File: config.mk
export PLATFORM = sky130hd
export DESIGN_NAME = axis_ps_to_pl_packer
export DESIGN_NICKNAME = d
export VERILOG_FILES = /design/src/rtl/rfsoc_config.sv /design/src/rtl/axis_ps_to_pl_packer.sv
export SDC_FILE = /design/constraint.sdc
export NUM_CORES = 1
export LEC_CHECK = 0
export CAP_MARGIN = 20
export CORE_MARGIN = 2
export CORE_UTILIZATION = 48
export CTS_BUF_LIST = sky130_fd_sc_hd__clkbuf_4 sky130_fd_sc_hd__clkbuf_8
export CTS_CLUSTER_DIAMETER = 200
export CTS_CLUSTER_SIZE = 25
export DETAILED_ROUTE_END_ITERATION = 10
export PLACE_DENSITY = 0.69
export SLEW_MARGIN = 20
export SYNTH_ARGS = -nofsm -noshare
export SYNTH_HDL_FRONTEND = slang
export SYNTH_SLANG_ARGS = --single-unit
File: constraint.sdc
create_clock -name clk -period 5.45 [get_ports clk]
set_input_delay 1.09 -clock clk [delete_from_list [all_inputs] [get_ports clk]]
set_output_delay 1.09 -clock clk [all_outputs]
set_load 0.01 [all_outputs]
File: src/rtl/rfsoc_config.sv
// Shared RFSoC stream widths and keep-mask helper
// for the PS/PL data-mover slice.
package rfsoc_config;

  localparam int PS_AXIS_WIDTH = 32;
  localparam int PL_AXIS_WIDTH = 128;
  localparam int SAMPLE_WIDTH  = 16;

  localparam int PL_KEEP_WIDTH = PL_AXIS_WIDTH / 8;
  localparam int PS_LANE_BYTES = PS_AXIS_WIDTH / 8;

  function automatic logic [PL_KEEP_WIDTH-1:0] lane_keep(
    input int unsigned lane
  );
    logic [PL_KEEP_WIDTH-1:0] one_lane;
    one_lane = '0;
    one_lane[PS_LANE_BYTES-1:0] = '1;
    return one_lane << (lane * PS_LANE_BYTES);
  endfunction

endpackage

File: src/rtl/axis_ps_to_pl_packer.sv
// PS-to-PL AXI-Stream upsizer: packs narrow PS words low-lane-first
// into wide PL beats; tlast flushes a partial beat with zero padding.
module axis_ps_to_pl_packer
  import rfsoc_config::*;
#(
  parameter int IN_WIDTH  = PS_AXIS_WIDTH,
  parameter int OUT_WIDTH = PL_AXIS_WIDTH
) (
  input  logic                           clk,
  input  logic                           rst,
  input  logic [IN_WIDTH-1:0]            s_axis_tdata,
  input  logic                           s_axis_tvalid,
  output logic                           s_axis_tready,
  input  logic                           s_axis_tlast,
  output logic [OUT_WIDTH-1:0]           m_axis_tdata,
  output logic [OUT_WIDTH/8-1:0]         m_axis_tkeep,
  output logic                           m_axis_tvalid,
  input  logic                           m_axis_tready,
  output logic                           m_axis_tlast,
  output logic [$clog2(OUT_WIDTH/IN_WIDTH)-1:0] fill
);

  localparam int RATIO  = OUT_WIDTH / IN_WIDTH;
  localparam int FILL_W = $clog2(RATIO);
  localparam int KEEP_W = OUT_WIDTH / 8;
  localparam int LANE_B = IN_WIDTH / 8;

  logic [OUT_WIDTH-1:0] acc;
  logic [KEEP_W-1:0]    acc_keep;
  logic [FILL_W-1:0]    fill_q;

  logic [OUT_WIDTH-1:0] out_data;
  logic [KEEP_W-1:0]    out_keep;
  logic                 out_last;
  logic                 out_valid;

  logic [OUT_WIDTH-1:0] merged_data;
  logic [KEEP_W-1:0]    merged_keep;
  logic                 accept;
  logic                 complete;

  // Ready depends only on registered state and the sink's ready.
  assign s_axis_tready = !out_valid || m_axis_tready;
  assign accept        = s_axis_tvalid && s_axis_tready;
  assign complete      = accept &&
                         (fill_q == FILL_W'(RATIO - 1) || s_axis_tlast);

  always_comb begin
    merged_data = acc;
    merged_keep = acc_keep;
    for (int i = 0; i < RATIO; i++) begin
      if (fill_q == FILL_W'(i)) begin
        merged_data[i*IN_WIDTH +: IN_WIDTH] = s_axis_tdata;
        merged_keep[i*LANE_B +: LANE_B]     = '1;
      end
    end
  end

  always_ff @(posedge clk) begin
    if (rst) begin
      acc       <= '0;
      acc_keep  <= '0;
      fill_q    <= '0;
      out_data  <= '0;
      out_keep  <= '0;
      out_last  <= 1'b0;
      out_valid <= 1'b0;
    end else begin
      if (complete) begin
        out_data  <= merged_data;
        out_keep  <= merged_keep;
        out_last  <= s_axis_tlast;
        out_valid <= 1'b1;
        acc       <= '0;
        acc_keep  <= '0;
        fill_q    <= '0;
      end else begin
        if (accept) begin
          acc      <= merged_data;
          acc_keep <= merged_keep;
          fill_q   <= fill_q + 1'b1;
        end
        if (out_valid && m_axis_tready) begin
          out_valid <= 1'b0;
        end
      end
    end
  end

  assign m_axis_tdata  = out_data;
  assign m_axis_tkeep  = out_keep;
  assign m_axis_tlast  = out_last;
  assign m_axis_tvalid = out_valid;
  assign fill          = fill_q;

endmodule

==> flow_metrics.env <==
export IMPL_syn_instance_count=1243
export IMPL_worstMarginPinSlew_ps=1079
export IMPL_die_w_um=162.5
export IMPL_cts_hold_buf=0
export IMPL_cap_viol_max_count=0
export IMPL_end_kind="output port"
export IMPL_dp_cells=1620
export IMPL_yosysWarningCount=0
export IMPL_path_max_fanout=48
export IMPL_pwr_share_clk_pct=23.4
export IMPL_cp_required_ps=4360
export IMPL_crit_type="in -> out"
export IMPL_synth_edf_count=0
export IMPL_timing_fmax_mhz=275.9
export IMPL_grt_max_degree=199
export IMPL_top_layer_used="met4"
export IMPL_setup_viol=0
export IMPL_cts_resized=0
export IMPL_core_area_um2=24890
export IMPL_crit_arrival_ps=2530
export IMPL_p_switching_w=0.001088
export IMPL_place_congestion=0.7618
export IMPL_synth_common_cells="dfxtp_1 (292), a31oi_1 (141), mux2i_1 (128), clkbuf_1 (115), o21ai_0 (99)"
export IMPL_wl_met1_um=15810
export IMPL_antenna_found_initial=0
export IMPL_htree_levels=1
export IMPL_fin_cells=1636
export IMPL_seqPwrFrac_pct=59.1
export IMPL_clk_pin_slew_ps=120
export IMPL_yosysMostFrequentCell="dfxtp_1"
export IMPL_synth_mux_area_share_pct=10.63
export IMPL_crit_path_start_kind="input port"
export IMPL_final_nets=1348
export IMPL_routed_wl_um=34630
export IMPL_vdd_drop_max_v=0.0002065
export IMPL_slew_headroom_pct=27.91
export IMPL_hpwl_um=20190
export IMPL_grt_overflow=0
export IMPL_cts_setup_buffers=0
export IMPL_dieArea_um2=26400
export IMPL_insertion_delay_ps=540
export IMPL_synth_compound_area_share_pct=27.75
export IMPL_fin_tns_setup_ps=0
export IMPL_hp_class="reg -> reg"
export IMPL_syn_area_per_cell_um2=9.701
export IMPL_ys_top_cells_by_area="dfxtp_1 (48%), mux2i_1 (11%), a31oi_1 (7.3%)"
export IMPL_port_buffer_count=185
export IMPL_yosysTopAreaCell="dfxtp_1"
export IMPL_vias_per_cell=6.101
export IMPL_numCtsBuffers=15
export IMPL_cts_tree="done"
export IMPL_clkSinkCount=292
export IMPL_drc=0
export IMPL_dr_wl_met3_um=2255
export IMPL_yosys_area_top_type_share_pct=48.48
export IMPL_rows=58
export IMPL_ant_nets=0
export IMPL_synth_top_family_by_area="compound AO/OA/AOI/OAI gates"
export IMPL_layout_min_cycle_time_ps=3624
export IMPL_power_density_nw_per_um2=274.8
export IMPL_via_count=9982
export IMPL_synth_distinct_cells=26
export IMPL_synth_xor_area_share_pct=0
export IMPL_routedWlPerCell_um=21.16
export IMPL_synth_main_ff_cell="dfxtp_1"
export IMPL_synthSimpleGateAreaFrac_pct=6.807
export IMPL_drt_pass1_iterations=5
export IMPL_cts_root_buf="clkbuf_8"
export IMPL_grt_pass1_vias=9387
export IMPL_area_delta_synth_final_pct=16.84
export IMPL_period_share_pct=66.50
export IMPL_rsz0062_at_grt="no"
export IMPL_final_max_slew_viol_count=0
export IMPL_syn_nets=1284
export IMPL_layout_drive_gt1_share_pct=7.657
export IMPL_final_hold_viol_count=0
export IMPL_syn_area_um2=12060
export IMPL_finalPower_w=0.003872
export IMPL_finClkSkew_ps=19.62
export IMPL_async_flop_share_pct=0
export IMPL_status="complete, no violations"
export IMPL_grt_pass1_wl_um=54290
export IMPL_ys_seq_elements=292
export IMPL_switching_share_pct=28.11
export IMPL_n_antenna_cell=0
export IMPL_grt_total_usage_pct=25.55
export IMPL_die_h_um=162.5
export IMPL_final_util_pct=56.60
export IMPL_synth_fa_ha_area_share_pct=0.4151
export IMPL_start_util_pct=48.44
export IMPL_boundaryPins=186
export IMPL_cts_buffer_depth=3
export IMPL_pwr_share_comb_pct=17.5
export IMPL_drt_iter0_drc=1164
export IMPL_dr_wl_met2_um=15930
export IMPL_synth_yosys_seq_area_share_pct=48.48
export IMPL_leakagePower_nw=4.497
export IMPL_p_int_w=0.002783
flip-flops by register name, indices dropped and copies added (netlist names):
register	count
m_axis_tvalid	1
m_axis_tdata	128
m_axis_tkeep	16
m_axis_tlast	1
fill	2
acc_keep	16
acc	128
worst paths after layout:
path	end	from	slack [ps]	cells past startpoint
hold reg to reg	acc[120]	acc[120]	480	1
hold / removal	acc[120]	acc[120]	480	1
setup reg to reg	m_axis_tdata[41]	fill[0]	2240	6
setup / recovery	s_axis_tready	m_axis_tready	1830	4
power by group through the flow:
| stage | registers [W] | clock network, W | logic, W |
|---|---|---|---|
| floorplan | 0.00236 | 0 | 0.000356 |
| global placement | 0.00234 | 0 | 0.000664 |
| detailed placement | 0.00234 | 0 | 0.000677 |
| CTS | 0.00229 | 0.000923 | 0.000679 |
| global route | 0.00230 | 0.000996 | 0.000728 |
| finish | 0.00229 | 0.000904 | 0.000678 |
cell usage in the layout, fill, tap and decap left out:
cell,n
a211oi_1,91
a211oi_2,49
a21oi_1,98
a31o_4,1
a31oi_1,140
a31oi_4,1
and2_1,34
and2_2,1
and3_1,1
and3_4,1
buf_12,2
buf_16,1
buf_4,16
buf_6,1
clkbuf_8,15
clkdlybuf4s50_1,183
dfxtp_1,292
ha_2,3
ha_4,1
inv_1,4
inv_6,1
inv_8,1
mux2i_1,128
nand2_1,4
nand3_1,98
nand4_1,1
nand4b_1,1
nor2_1,15
nor2b_4,1
o21a_1,17
o21ai_0,99
o221a_2,4
or2_4,1
final cells by class:
| type | instances | area, um2 |
|---|---|---|
| flip-flops and latches | 292 | 5846 |
| clock buffers | 15 | 206.4 |
| well taps | 330 | 412.9 |
| inverters | 5 | 26.28 |
| clock inverters | 1 | 8.758 |
| fillers | 2259 | 10800 |
| repair buffers | 203 | 2031 |
| multi-input cells | 790 | 5558 |
through the flow:
step | worst slack (ps) | cell area, um2 | hold WS (ps)
CTS | 1837 | 14090 | 476.4
finish | 1826 | 14090 | 475.9
floorplan | 2501 | 12060 | 429.1
detailed placement | 1780 | 13870 | 442.9
global placement | 1664 | 13830 | 441.3
global route | 1807 | 14090 | 488.1
layer usage:
layer	track usage, %	up-vias
met1	36.73	4866
li1	-	4759
met5	0	-
met4	5.471	0
met2	40.58	317
met3	4.227	40
logic make-up (layout without fill, tap and decap cells):
kind of cell    Yosys count  after routing
fa+ha+maj                 4              4
simple gates            158            158
flops                   292            292
compound gates          500            500
mux                     128            128
buf+inv                 161            224
critical path: stages:
cell and delay (ps):
clkdlybuf4s50_1 510, nor2b_4 70, inv_8 230, clkdlybuf4s50_1 600
Power figures use the tool's default switching activity.
